**src/rtl/load_store_unit.sv**
```systemverilog
// RV32I load/store unit: single-port data memory, byte/halfword loads with extension,
// sub-word stores via read-modify-write, misalignment and illegal-width faults.
module load_store_unit #(
  parameter int WORD_ADDR = 1
) (
  input  logic        clk,
  input  logic        rst,
  input  logic        req_valid,
  output logic        req_ready,
  input  logic        is_store,
  input  logic [2:0]  funct3,
  input  logic [31:0] addr,
  input  logic [31:0] wdata,
  output logic        resp_valid,
  output logic [31:0] rdata,
  output logic        fault,
  output logic [31:0] mem_address,
  output logic [31:0] mem_store_data,
  output logic        mem_write,
  output logic        mem_read,
  input  logic [31:0] mem_load_data
);

  localparam logic [2:0] S_IDLE     = 3'd0;
  localparam logic [2:0] S_LOAD     = 3'd1;
  localparam logic [2:0] S_RMW_READ = 3'd2;
  localparam logic [2:0] S_WRITE    = 3'd3;
  localparam logic [2:0] S_RESP     = 3'd4;

  logic [2:0]  state_q;
  logic        is_store_q;
  logic [2:0]  funct3_q;
  logic [31:0] addr_q;
  logic [31:0] wdata_q;
  logic [31:0] word_q;
  logic [31:0] rdata_q;
  logic        fault_q;

  // Extract and extend the addressed lane of a loaded word.
  function automatic logic [31:0] extract_load(input logic [31:0] word,
                                               input logic [2:0]  f3,
                                               input logic [1:0]  lane);
    logic [31:0]        shifted;
    logic signed [7:0]  byte_s;
    logic signed [15:0] half_s;
    logic [31:0]        res;
    shifted = word >> {lane, 3'b000};
    byte_s  = shifted[7:0];
    half_s  = shifted[15:0];
    case (f3)
      3'd0:    res = 32'(byte_s);
      3'd1:    res = 32'(half_s);
      3'd2:    res = word;
      3'd4:    res = {24'd0, shifted[7:0]};
      3'd5:    res = {16'd0, shifted[15:0]};
      default: res = 32'd0;
    endcase
    return res;
  endfunction

  // Replace the addressed byte/halfword lane of the captured word with store data.
  function automatic logic [31:0] merge_store(input logic [31:0] word,
                                              input logic [31:0] wd,
                                              input logic [2:0]  f3,
                                              input logic [1:0]  lane);
    logic [31:0] mask;
    logic [31:0] ins;
    logic [31:0] res;
    case (f3)
      3'd0: begin
        mask = 32'h0000_00FF << {lane, 3'b000};
        ins  = {24'd0, wd[7:0]} << {lane, 3'b000};
        res  = (word & ~mask) | (ins & mask);
      end
      3'd1: begin
        mask = 32'h0000_FFFF << {lane[1], 4'b0000};
        ins  = {16'd0, wd[15:0]} << {lane[1], 4'b0000};
        res  = (word & ~mask) | (ins & mask);
      end
      default: res = wd;
    endcase
    return res;
  endfunction

  function automatic logic req_faults(input logic        st,
                                      input logic [2:0]  f3,
                                      input logic [1:0]  a);
    logic illegal;
    logic misaligned;
    illegal    = st ? (f3 > 3'd2) : (f3 == 3'd3 || f3 == 3'd6 || f3 == 3'd7);
    misaligned = (f3[1:0] == 2'b01 && a[0]) || (f3[1:0] == 2'b10 && a != 2'b00);
    return illegal || misaligned;
  endfunction

  always_ff @(posedge clk) begin
    if (rst) begin
      state_q    <= S_IDLE;
      is_store_q <= 1'b0;
      funct3_q   <= 3'd0;
      addr_q     <= 32'd0;
      wdata_q    <= 32'd0;
      rdata_q    <= 32'd0;
      fault_q    <= 1'b0;
    end else begin
      case (state_q)
        S_IDLE: begin
          if (req_valid) begin
            is_store_q <= is_store;
            funct3_q   <= funct3;
            addr_q     <= addr;
            wdata_q    <= wdata;
            if (req_faults(is_store, funct3, addr[1:0])) begin
              state_q <= S_RESP;
              rdata_q <= 32'd0;
              fault_q <= 1'b1;
            end else if (!is_store) begin
              state_q <= S_LOAD;
            end else if (funct3[1:0] == 2'b10) begin
              state_q <= S_WRITE;
            end else begin
              state_q <= S_RMW_READ;
            end
          end
        end
        S_LOAD: begin
          rdata_q <= extract_load(mem_load_data, funct3_q, addr_q[1:0]);
          fault_q <= 1'b0;
          state_q <= S_RESP;
        end
        S_RMW_READ: state_q <= S_WRITE;
        S_WRITE: begin
          rdata_q <= 32'd0;
          fault_q <= 1'b0;
          state_q <= S_RESP;
        end
        S_RESP:  state_q <= S_IDLE;
        default: state_q <= S_IDLE;
      endcase
    end
  end

  // Merge word is plain data; it is always rewritten by RMW_READ before use.
  always_ff @(posedge clk) begin
    if (state_q == S_RMW_READ) word_q <= mem_load_data;
  end

  always_comb begin
    req_ready      = !rst && (state_q == S_IDLE);
    resp_valid     = !rst && (state_q == S_RESP);
    mem_read       = !rst && (state_q == S_LOAD || state_q == S_RMW_READ);
    mem_write      = !rst && (state_q == S_WRITE) && is_store_q;
    rdata          = rdata_q;
    fault          = fault_q;
    mem_address    = (WORD_ADDR != 0) ? {2'b00, addr_q[31:2]} : {addr_q[31:2], 2'b00};
    mem_store_data = merge_store(word_q, wdata_q, funct3_q, addr_q[1:0]);
  end

endmodule

```
**config.mk**
```make
export PLATFORM = sky130hd
export DESIGN_NAME = load_store_unit
export DESIGN_NICKNAME = d
export VERILOG_FILES = /design/src/rtl/load_store_unit.sv
export SDC_FILE = /design/constraint.sdc
export NUM_CORES = 1
export LEC_CHECK = 0
export CAP_MARGIN = 30
export CORE_ASPECT_RATIO = 0.6
export CORE_MARGIN = 2
export CORE_UTILIZATION = 30
export CTS_CLUSTER_SIZE = 8
export DETAILED_ROUTE_END_ITERATION = 10
export MAX_ROUTING_LAYER = met4
export PLACE_DENSITY = 0.57
export REMOVE_ABC_BUFFERS = 1
export SKIP_CTS_REPAIR_TIMING = 1
export SLEW_MARGIN = 10
export SYNTH_ARGS = -nofsm -noshare
export SYNTH_HDL_FRONTEND = slang
export SYNTH_SLANG_ARGS = --single-unit
```
**constraint.sdc**
```tcl
create_clock -name clk -period 9.6 [get_ports clk]
set_input_delay 1.44 -clock clk [delete_from_list [all_inputs] [get_ports clk]]
set_output_delay 1.44 -clock clk [all_outputs]
set_load 0.02 [all_outputs]
```
==> results of run 1 <==
power by group:
group          total [mW]  leakage, nW  internal, mW  switching (mW)
combinational       0.324         1.70         0.144           0.180
sequential          0.642         1.14         0.615          0.0271
clock               0.709        0.312         0.445           0.264
total                1.67         3.15          1.20           0.471
worst max-delay path by stage:
stage                              end  slack, ns                     start  cells after the start
2_1_floorplan  state_q[1]$_SDFFE_PP0P_       5.63                 req_valid                      4
3_3_place_gp                 mem_write       5.37                       rst                      4
3_5_place_dp                 mem_write       5.37                       rst                      4
4_1_cts             mem_store_data[27]       4.95  funct3_q[1]$_SDFFE_PP0P_                      5
5_1_grt             mem_store_data[27]       4.70  funct3_q[1]$_SDFFE_PP0P_                      5
6_report            mem_store_data[27]       4.88  funct3_q[1]$_SDFFE_PP0P_                      5
flip-flops by register name, indices dropped and copies added, names as in the netlist:
register    flops
addr_q         32
rdata          32
wdata_q        32
word_q         32
funct3_q        3
state_q         3
fault           1
is_store_q      1
logic make-up after synthesis:
family                    share of synthesized area
and+or+nand+nor                               0.154
AOI/OAI and AO/OA                             0.224
DFF                                           0.496
buffers and inverters                        0.0924
muxes                                        0.0312
xor gates and xnor gates                    0.00143
other                                      0.000612
worst max-delay path, cell delays in order, from the launching register on:
cell and delay, ns:
sky130_fd_sc_hd__dfxtp_1 0.59, sky130_fd_sc_hd__or2_2 0.61, sky130_fd_sc_hd__nor2_1 0.61, sky130_fd_sc_hd__a222oi_1 0.19
sky130_fd_sc_hd__o21ai_0 0.19, sky130_fd_sc_hd__clkdlybuf4s50_1 0.67
cell usage after synthesis, types with 3 or more instances:
library cell,instances,area [sq um]
sky130_fd_sc_hd__nand2_1,176,661
sky130_fd_sc_hd__dfxtp_1,104,2080
sky130_fd_sc_hd__a21oi_1,86,430
sky130_fd_sc_hd__o21ai_0,35,175
sky130_fd_sc_hd__buf_4,34,255
sky130_fd_sc_hd__edfxtp_1,32,961
sky130_fd_sc_hd__clkbuf_1,27,101
sky130_fd_sc_hd__inv_1,25,93.8
sky130_fd_sc_hd__a222oi_1,16,160
sky130_fd_sc_hd__buf_2,15,75.1
sky130_fd_sc_hd__nor2_1,11,41.3
sky130_fd_sc_hd__a221o_1,10,100
sky130_fd_sc_hd__mux2_2,9,101
sky130_fd_sc_hd__mux2i_1,9,90.1
sky130_fd_sc_hd__a221oi_1,8,70.1
sky130_fd_sc_hd__a22o_1,7,61.3
sky130_fd_sc_hd__a22oi_1,7,52.6
sky130_fd_sc_hd__nor3_1,7,35.0
sky130_fd_sc_hd__o2bb2ai_1,7,61.3
sky130_fd_sc_hd__a221o_2,6,67.6
sky130_fd_sc_hd__o21ai_1,5,25.0
sky130_fd_sc_hd__nand2b_1,4,25.0
sky130_fd_sc_hd__nor2b_1,4,25.0
sky130_fd_sc_hd__buf_6,3,33.8
sky130_fd_sc_hd__o21a_1,3,22.5
sky130_fd_sc_hd__or2_2,3,18.8
sky130_fd_sc_hd__or3_1,3,18.8
area by class of cell:
| cell class | count | share of cell area |
|---|---|---|
| clock inverter | 8 | 0.0120 |
| tap | 273 | 0.0390 |
| sequential | 136 | 0.348 |
| inverter | 25 | 0.0107 |
| multi-input combinational | 449 | 0.291 |
| clock buffer | 24 | 0.0612 |
| timing repair buffer | 211 | 0.238 |
metal layers:
metal  share of wire  wire length [microns]  GRT usage  up-vias
li1                -                      -          -     2707
met1            0.50                  10700      0.293     2698
met2            0.40                   8700      0.276      258
met3           0.089                   1910     0.0635       17
met4          0.0099                    212     0.0427        0
met5               0                      0          -        -
==> impl_metrics.tcl, run 1 <==
set metrics [dict create \
    routed_wl_microns 21500 \
    primary_ff_master_synth "sky130_fd_sc_hd__dfxtp_1" \
    clock-root-buffer "sky130_fd_sc_hd__clkbuf_16" \
    layout.nets 943 \
    regToRegStartpoint "funct3_q[1]$_SDFFE_PP0P_" \
    postSynthAreaPerCell_sq_um 8.89 \
    place_ws_ns 5.37 \
    slew-limit-headroom 0.407 \
    post_drt_wl_per_cell_microns 19.1 \
    placement.cell_area_sq_um 8090 \
    r2r_slack_ns 7.18 \
    port_buffers 201 \
    fmax_mhz 212 \
    mostFrequentLayoutCell "sky130_fd_sc_hd__clkdlybuf4s50_1" \
    power.density_cell_area_nw_per_um2 191 \
    hpwlAfterDp_microns 15200 \
    finalCoreUtilization 0.437 \
    cp.required_ns 8.16 \
    tritoncts "built" \
    placedCellCount 1092 \
    gp_congestion 0.835 \
    r2r-end "rdata[23]$_SDFFE_PP0P_" \
    grt_first_pass_wirelength_microns 32200 \
    critPathMaxFanout 24 \
    ys_warn_count 0 \
    worst_hold_slack_ns 0.453 \
    drv_slew 0 \
    fillcell_total 1967 \
    worst_hold_path.num_cells 2 \
    arrival_ns 3.28 \
    sum_of_overflow_across_all_layers_after_global_routing 0 \
    top_level_ports 204 \
    area_growth_pct 42.7 \
    die_area_sq_um 21600 \
    worst_hold_path_type "reg -> reg" \
    total_area_of_multi_input_combinational_cells_sq_um 2540 \
    antenna_violating_nets_post_route 0 \
    final_cells 1126 \
    power_leakage_nw 3.15 \
    number_of_failing_hold_endpoints_at_the_final_stage 0 \
    ys_ff_latch 136 \
    die_w_microns 189 \
    synthesis.instances 690 \
    synth-seq-area-share 0.496 \
    grt_util_all_layers 0.203 \
    cts.clk_slew.worst_paths_ns 0.06 \
    cell_area_after_synthesis_sq_um 6130 \
    row_count 40 \
    clk-insertion-delay-late_ns 0.42 \
    period_share 0.492 \
    postLayoutCellArea_sq_um 8750 \
    cts-root-to-sink-buffers 2 \
    hold_end "addr_q[10]$_SDFFE_PP0P_" \
    setup.worst_path.start_class "flip-flop" \
    first_global_vias 5349 \
    starting_density_of_the_core 0.306 \
    post_synth_num_cell_types 54 \
    placeableCoreArea_sq_um 20000 \
    detailedRoute.firstPassIterationCount 6 \
    detail_route.iter0.violations 430 \
    tritoncts.num_buffers 17 \
    seqCellArea_sq_um 3040 \
    clock_skew_ns 0.0107 \
    die_h_microns 115 \
    commonest_non_fill_non_tap_cells_in_the_layout "200 x sky130_fd_sc_hd__clkdlybuf4s50_1, 176 x sky130_fd_sc_hd__nand2_1, 104 x sky130_fd_sc_hd__dfxtp_1" \
    number_of_synthesized_flops_with_an_enable_pin 32 \
    worstSetupEndpointType "primary output" \
    grt_max_degree 62 \
    timing.final.crit_period_ns 4.72 \
    number_of_antenna_diodes 0 \
    via_per_instance_ratio 5.04 \
    antenna_found_initial 0 \
    setup-tns-final_ns 0 \
    total_number_of_vias 5680 \
    timing_worst_setup_path_type "reg -> out" \
    worst_r2r_path_depth 5 \
    cap_viol_max_count 0 \
    worstHoldStart "addr_q[10]$_SDFFE_PP0P_" \
    final_layout_size_suffix_gt1_frac 0.0856 \
    run_status "finished, final reports clean" \
    cts.sinks 136 \
    irDropWorstVdd_mv 0.128 \
    setup_viol_count_final 0 \
    unrepaired_setup_endpoints_after_global_routing "no" \
    clock_tree.htree_level_count 4 \
    post-route-worst-setup-slack_ns 4.88 \
    overall_power_mw 1.67 \
    synth-async-reset-ratio 0 \
    drc 0 \
    worst_pin_slew_ns 0.888 \
]
(Power assumes the default switching activity.)
==> inputs of run 2 (changes only) <==
--- a/config.mk
+++ b/config.mk
@@ -12,7 +12,7 @@
 export CTS_CLUSTER_SIZE = 8
 export DETAILED_ROUTE_END_ITERATION = 10
 export MAX_ROUTING_LAYER = met4
-export PLACE_DENSITY = 0.57
+export PLACE_DENSITY = 0.6
 export REMOVE_ABC_BUFFERS = 1
 export SKIP_CTS_REPAIR_TIMING = 1
 export SLEW_MARGIN = 10
==> constraint.sdc (replaced) <==
create_clock -name clk -period 4.34 [get_ports clk]
set_input_delay 0.651 -clock clk [delete_from_list [all_inputs] [get_ports clk]]
set_output_delay 0.651 -clock clk [all_outputs]
set_load 0.02 [all_outputs]
==> impl_metrics.tcl, run 2 (synthesis gave the netlist of run 1 again) <==
set metrics [dict create \
    cp.required_ns 3.69 \
    timing_worst_setup_path_type "reg -> out" \
    worst_hold_slack_ns 0.450 \
    setup_viol_count_final 0 \
    area_growth_pct 42.3 \
    worst_hold_path_type "reg -> reg" \
    via_per_instance_ratio 4.98 \
    total_number_of_vias 5623 \
    row_count 40 \
    drc 0 \
    number_of_failing_hold_endpoints_at_the_final_stage 0 \
    setup-tns-final_ns 0 \
    die_area_sq_um 21600 \
    power_leakage_nw 3.14 \
    critPathMaxFanout 24 \
    clk-insertion-delay-late_ns 0.42 \
    grt_util_all_layers 0.202 \
    power.density_cell_area_nw_per_um2 414 \
    fmax_mhz 252 \
    top_level_ports 204 \
    grt_first_pass_wirelength_microns 31600 \
    post_drt_wl_per_cell_microns 18.7 \
    p_int_mw 2.60 \
    number_of_antenna_diodes 0 \
    kind_of_cell_adding_the_most_delay_to_the_critical_path "compound AO/OA/AOI/OAI gates" \
    unrepaired_setup_endpoints_after_global_routing "no" \
    arrival_ns 3.32 \
    routed_wl_microns 21000 \
    layout.nets 945 \
    detailedRoute.firstPassIterationCount 5 \
    worst_pin_slew_ns 0.850 \
    placeableCoreArea_sq_um 20000 \
    run_status "finished, final reports clean" \
    starting_density_of_the_core 0.306 \
    period_share 0.915 \
    final_layout_size_suffix_gt1_frac 0.0865 \
    postLayoutCellArea_sq_um 8720 \
    clock_tree.htree_level_count 4 \
    clock_power_share 0.408 \
    first_global_vias 5361 \
    placedCellCount 1095 \
    tritoncts.num_buffers 17 \
    final_cells 1128 \
    cp_cell_sequence "or3_2 > nor2_1 > o21a_1 > a222oi_1 > inv_1 > clkdlybuf4s50_1" \
    power.share.switching 0.282 \
    drv_slew 0 \
    slew-limit-headroom 0.427 \
    tritoncts "built" \
    fillcell_total 1949 \
    clock-root-buffer "sky130_fd_sc_hd__clkbuf_16" \
    timing.critical_path.slowest_stage_cell "sky130_fd_sc_hd__dfxtp_1" \
    hpwlAfterDp_microns 15000 \
    finalCoreUtilization 0.436 \
    setup.worst_path.start_class "flip-flop" \
    port_buffers 201 \
    power_switching_mw 1.02 \
    die_w_microns 189 \
    count_of_buffer_and_inverter_cells_on_the_critical_path 2 \
    antenna_violating_nets_post_route 0 \
    critical-path-max-stage-delay_ns 0.87 \
    cap_viol_max_count 0 \
    timing.final.crit_period_ns 3.97 \
    detail_route.iter0.violations 511 \
    die_h_microns 115 \
    share_seq_of_total_power 0.393 \
    clock_skew_ns 0.00632 \
    mostFrequentLayoutCell "sky130_fd_sc_hd__clkdlybuf4s50_1" \
    antenna_found_initial 0 \
    cts-root-to-sink-buffers 2 \
    cts.sinks 136 \
    worstSetupEndpointType "primary output" \
    gp_congestion 0.868 \
    power.share.combinational 0.199 \
    irDropWorstVdd_mv 0.278 \
    cts.clk_slew.worst_paths_ns 0.06 \
    grt_max_degree 69 \
    commonest_non_fill_non_tap_cells_in_the_layout "200 x sky130_fd_sc_hd__clkdlybuf4s50_1, 176 x sky130_fd_sc_hd__nand2_1, 104 x sky130_fd_sc_hd__dfxtp_1" \
    sum_of_overflow_across_all_layers_after_global_routing 0 \
    placement.cell_area_sq_um 8120 \
]
-- run 2: tightest hold or removal path, cell delays in order (launching register included) --
cell and delay, ns:
sky130_fd_sc_hd__dfxtp_1 0.30, sky130_fd_sc_hd__nand2_1 0.05, sky130_fd_sc_hd__a21oi_1 0.05
-- run 2: worst paths after layout --
path / end / from / cells past startpoint / slack (ns)
worst max-delay path: mem_store_data[12] / funct3_q[1]$_SDFFE_PP0P_ / 6 / 0.37
worst min-delay path: is_store_q$_SDFFE_PP0P_ / is_store_q$_SDFFE_PP0P_ / 2 / 0.45
worst max register to register: rdata[21]$_SDFFE_PP0P_ / funct3_q[1]$_SDFFE_PP0P_ / 5 / 1.94
worst min register to register: is_store_q$_SDFFE_PP0P_ / is_store_q$_SDFFE_PP0P_ / 2 / 0.45
-- run 2: layout make-up --
type                       count  area (sq um)  share of cell area
clock inverter                13           154              0.0176
sequential                   136          3040               0.349
multi-input combinational    449          2540               0.291
clock buffer                  19           443              0.0508
timing repair buffer         213          2110               0.242
inverter                      25          93.8              0.0108
tap                          273           342              0.0392
-- run 2: through the flow --
| stage | total power [mW] | setup WS (ns) |
|---|---|---|
| 2_1_floorplan | 1.78 | 1.01 |
| 3_3_place_gp | 2.16 | 0.922 |
| 3_5_place_dp | 2.16 | 0.887 |
| 4_1_cts | 3.65 | 0.414 |
| 5_1_grt | 3.78 | 0.228 |
| 6_report | 3.61 | 0.369 |
-- run 2: power groups by stage --
stage,combinational [mW],sequential (mW),clock [mW]
after floorplan,0.309,1.47,0
after global placement,0.717,1.44,0
after detailed placement,0.719,1.44,0
after CTS,0.723,1.42,1.51
after global routing,0.776,1.43,1.57
final,0.719,1.42,1.48
-- run 2: layer usage --
metal,part of all wire,up-vias,track usage,wire [microns]
met1,0.51,2654,0.289,10600
met5,0,-,-,0
met3,0.080,20,0.0656,1680
met2,0.40,240,0.272,8500
li1,-,2709,-,-
met4,0.011,0,0.0422,230
==> inputs of run 3 (changes only) <==
--- a/config.mk
+++ b/config.mk
@@ -11,6 +11,7 @@
 export CORE_UTILIZATION = 30
 export CTS_CLUSTER_SIZE = 8
 export DETAILED_ROUTE_END_ITERATION = 10
+export GPL_TIMING_DRIVEN = 0
 export MAX_ROUTING_LAYER = met4
 export PLACE_DENSITY = 0.6
 export REMOVE_ABC_BUFFERS = 1
==> impl_metrics.tcl, run 3 (synthesis gave the netlist of run 1 again) <==
set metrics [dict create \
    run_status "finished, final reports clean" \
    via_per_instance_ratio 5.03 \
    detail_route.iter0.violations 548 \
    grt_first_pass_wirelength_microns 32300 \
    worst_pin_slew_ns 0.868 \
    mostFrequentLayoutCell "sky130_fd_sc_hd__clkdlybuf4s50_1" \
    drv_slew 0 \
    critical-path-max-stage-delay_ns 0.69 \
    tritoncts.num_buffers 17 \
    sum_of_overflow_across_all_layers_after_global_routing 0 \
    detailedRoute.firstPassIterationCount 5 \
    antenna_violating_nets_post_route 0 \
    first_global_vias 5516 \
    postLayoutCellArea_sq_um 8830 \
    clock_skew_ns 0.00535 \
    cp_cell_sequence "or2_2 > nor2_1 > a222oi_1 > o21ai_0 > clkdlybuf4s50_1" \
    fmax_mhz 255 \
    tritoncts "built" \
    drc 0 \
    grt_max_degree 69 \
    worst_hold_path_type "reg -> reg" \
    kind_of_cell_adding_the_most_delay_to_the_critical_path "simple AND/OR/NAND/NOR gates" \
    count_of_buffer_and_inverter_cells_on_the_critical_path 1 \
    die_w_microns 189 \
    number_of_antenna_diodes 0 \
    irDropWorstVdd_mv 0.264 \
    setup_viol_count_final 0 \
    grt_util_all_layers 0.205 \
    total_number_of_vias 5681 \
    cts.sinks 136 \
    unrepaired_setup_endpoints_after_global_routing "no" \
    placeableCoreArea_sq_um 20000 \
    power_leakage_nw 3.18 \
    hpwlAfterDp_microns 15400 \
    die_area_sq_um 21600 \
    commonest_non_fill_non_tap_cells_in_the_layout "200 x sky130_fd_sc_hd__clkdlybuf4s50_1, 176 x sky130_fd_sc_hd__nand2_1, 103 x sky130_fd_sc_hd__dfxtp_1" \
    cts-root-to-sink-buffers 2 \
    arrival_ns 3.27 \
    clock-root-buffer "sky130_fd_sc_hd__clkbuf_16" \
    slew-limit-headroom 0.420 \
    placement.cell_area_sq_um 8200 \
    critPathMaxFanout 24 \
    layout.nets 946 \
    timing.final.crit_period_ns 3.92 \
    antenna_found_initial 0 \
    final_cells 1129 \
    number_of_failing_hold_endpoints_at_the_final_stage 0 \
    period_share 0.902 \
    post_drt_wl_per_cell_microns 18.7 \
    gp_congestion 0.798 \
    clock_tree.htree_level_count 4 \
    cts.clk_slew.worst_paths_ns 0.06 \
    finalCoreUtilization 0.441 \
    timing_worst_setup_path_type "reg -> out" \
    setup.worst_path.start_class "flip-flop" \
    die_h_microns 115 \
    cp.required_ns 3.69 \
    power.density_cell_area_nw_per_um2 418 \
    area_growth_pct 44.0 \
    worstSetupEndpointType "primary output" \
    final_layout_size_suffix_gt1_frac 0.0900 \
    top_level_ports 204 \
    routed_wl_microns 21100 \
    clk-insertion-delay-late_ns 0.42 \
    placedCellCount 1097 \
    starting_density_of_the_core 0.306 \
    cap_viol_max_count 0 \
    row_count 40 \
    timing.critical_path.slowest_stage_cell "sky130_fd_sc_hd__clkdlybuf4s50_1" \
    port_buffers 201 \
]
==> run 3: final cells by class <==
class                      instances  area, sq um
clock buffer                      23          522
clock inverter                     9          108
tap                              273          342
inverter                          25         93.8
timing repair buffer             214         2170
multi-input combinational        449         2550
fill                            1973        11200
sequential                       136         3040
==> run 3: path summary, 6_finish.rpt <==
path	startpoint	end	slack, ns	cells past startpoint
worst min register to register	is_store_q$_SDFFE_PP0P_	is_store_q$_SDFFE_PP0P_	0.45	2
worst max-delay path	funct3_q[1]$_SDFFE_PP0P_	mem_store_data[27]	0.42	5
worst max register to register	addr_q[1]$_SDFFE_PP0P_	rdata[23]$_SDFFE_PP0P_	1.91	5
worst min-delay path	is_store_q$_SDFFE_PP0P_	is_store_q$_SDFFE_PP0P_	0.45	2
==> run 3: worst register-to-register path, cell delays in order (launching register included) <==
cell and delay [ns]:
sky130_fd_sc_hd__dfxtp_2 0.86, sky130_fd_sc_hd__mux2i_1 0.16, sky130_fd_sc_hd__or3_1 0.41, sky130_fd_sc_hd__a2bb2oi_2 0.18, sky130_fd_sc_hd__a21oi_4 0.54, sky130_fd_sc_hd__a221o_2 0.22
==> run 3: power by group <==
| group | internal (mW) | switching [mW] |
|---|---|---|
| logic | 0.330 | 0.392 |
| registers | 1.36 | 0.0654 |
| clock network | 0.965 | 0.576 |
| total | 2.65 | 1.03 |
==> run 3: per-stage QoR <==
stage	worst slack [ns]	total power, mW	setup TNS [ns]	hold slack [ns]
2_1_floorplan	1.01	1.78	0	0.426
3_3_place_gp	-2.66	2.15	-154.43	0.441
3_5_place_dp	0.881	2.17	0	0.443
4_1_cts	0.417	3.73	0	0.451
5_1_grt	0.137	3.85	0	0.469
6_report	0.424	3.69	0	0.452
==> run 3: routing by layer <==
metal	wire length (microns)	global-route usage
met5	0	-
met2	8600	0.287
met4	222	0.0547
met3	1820	0.0614
met1	10400	0.284
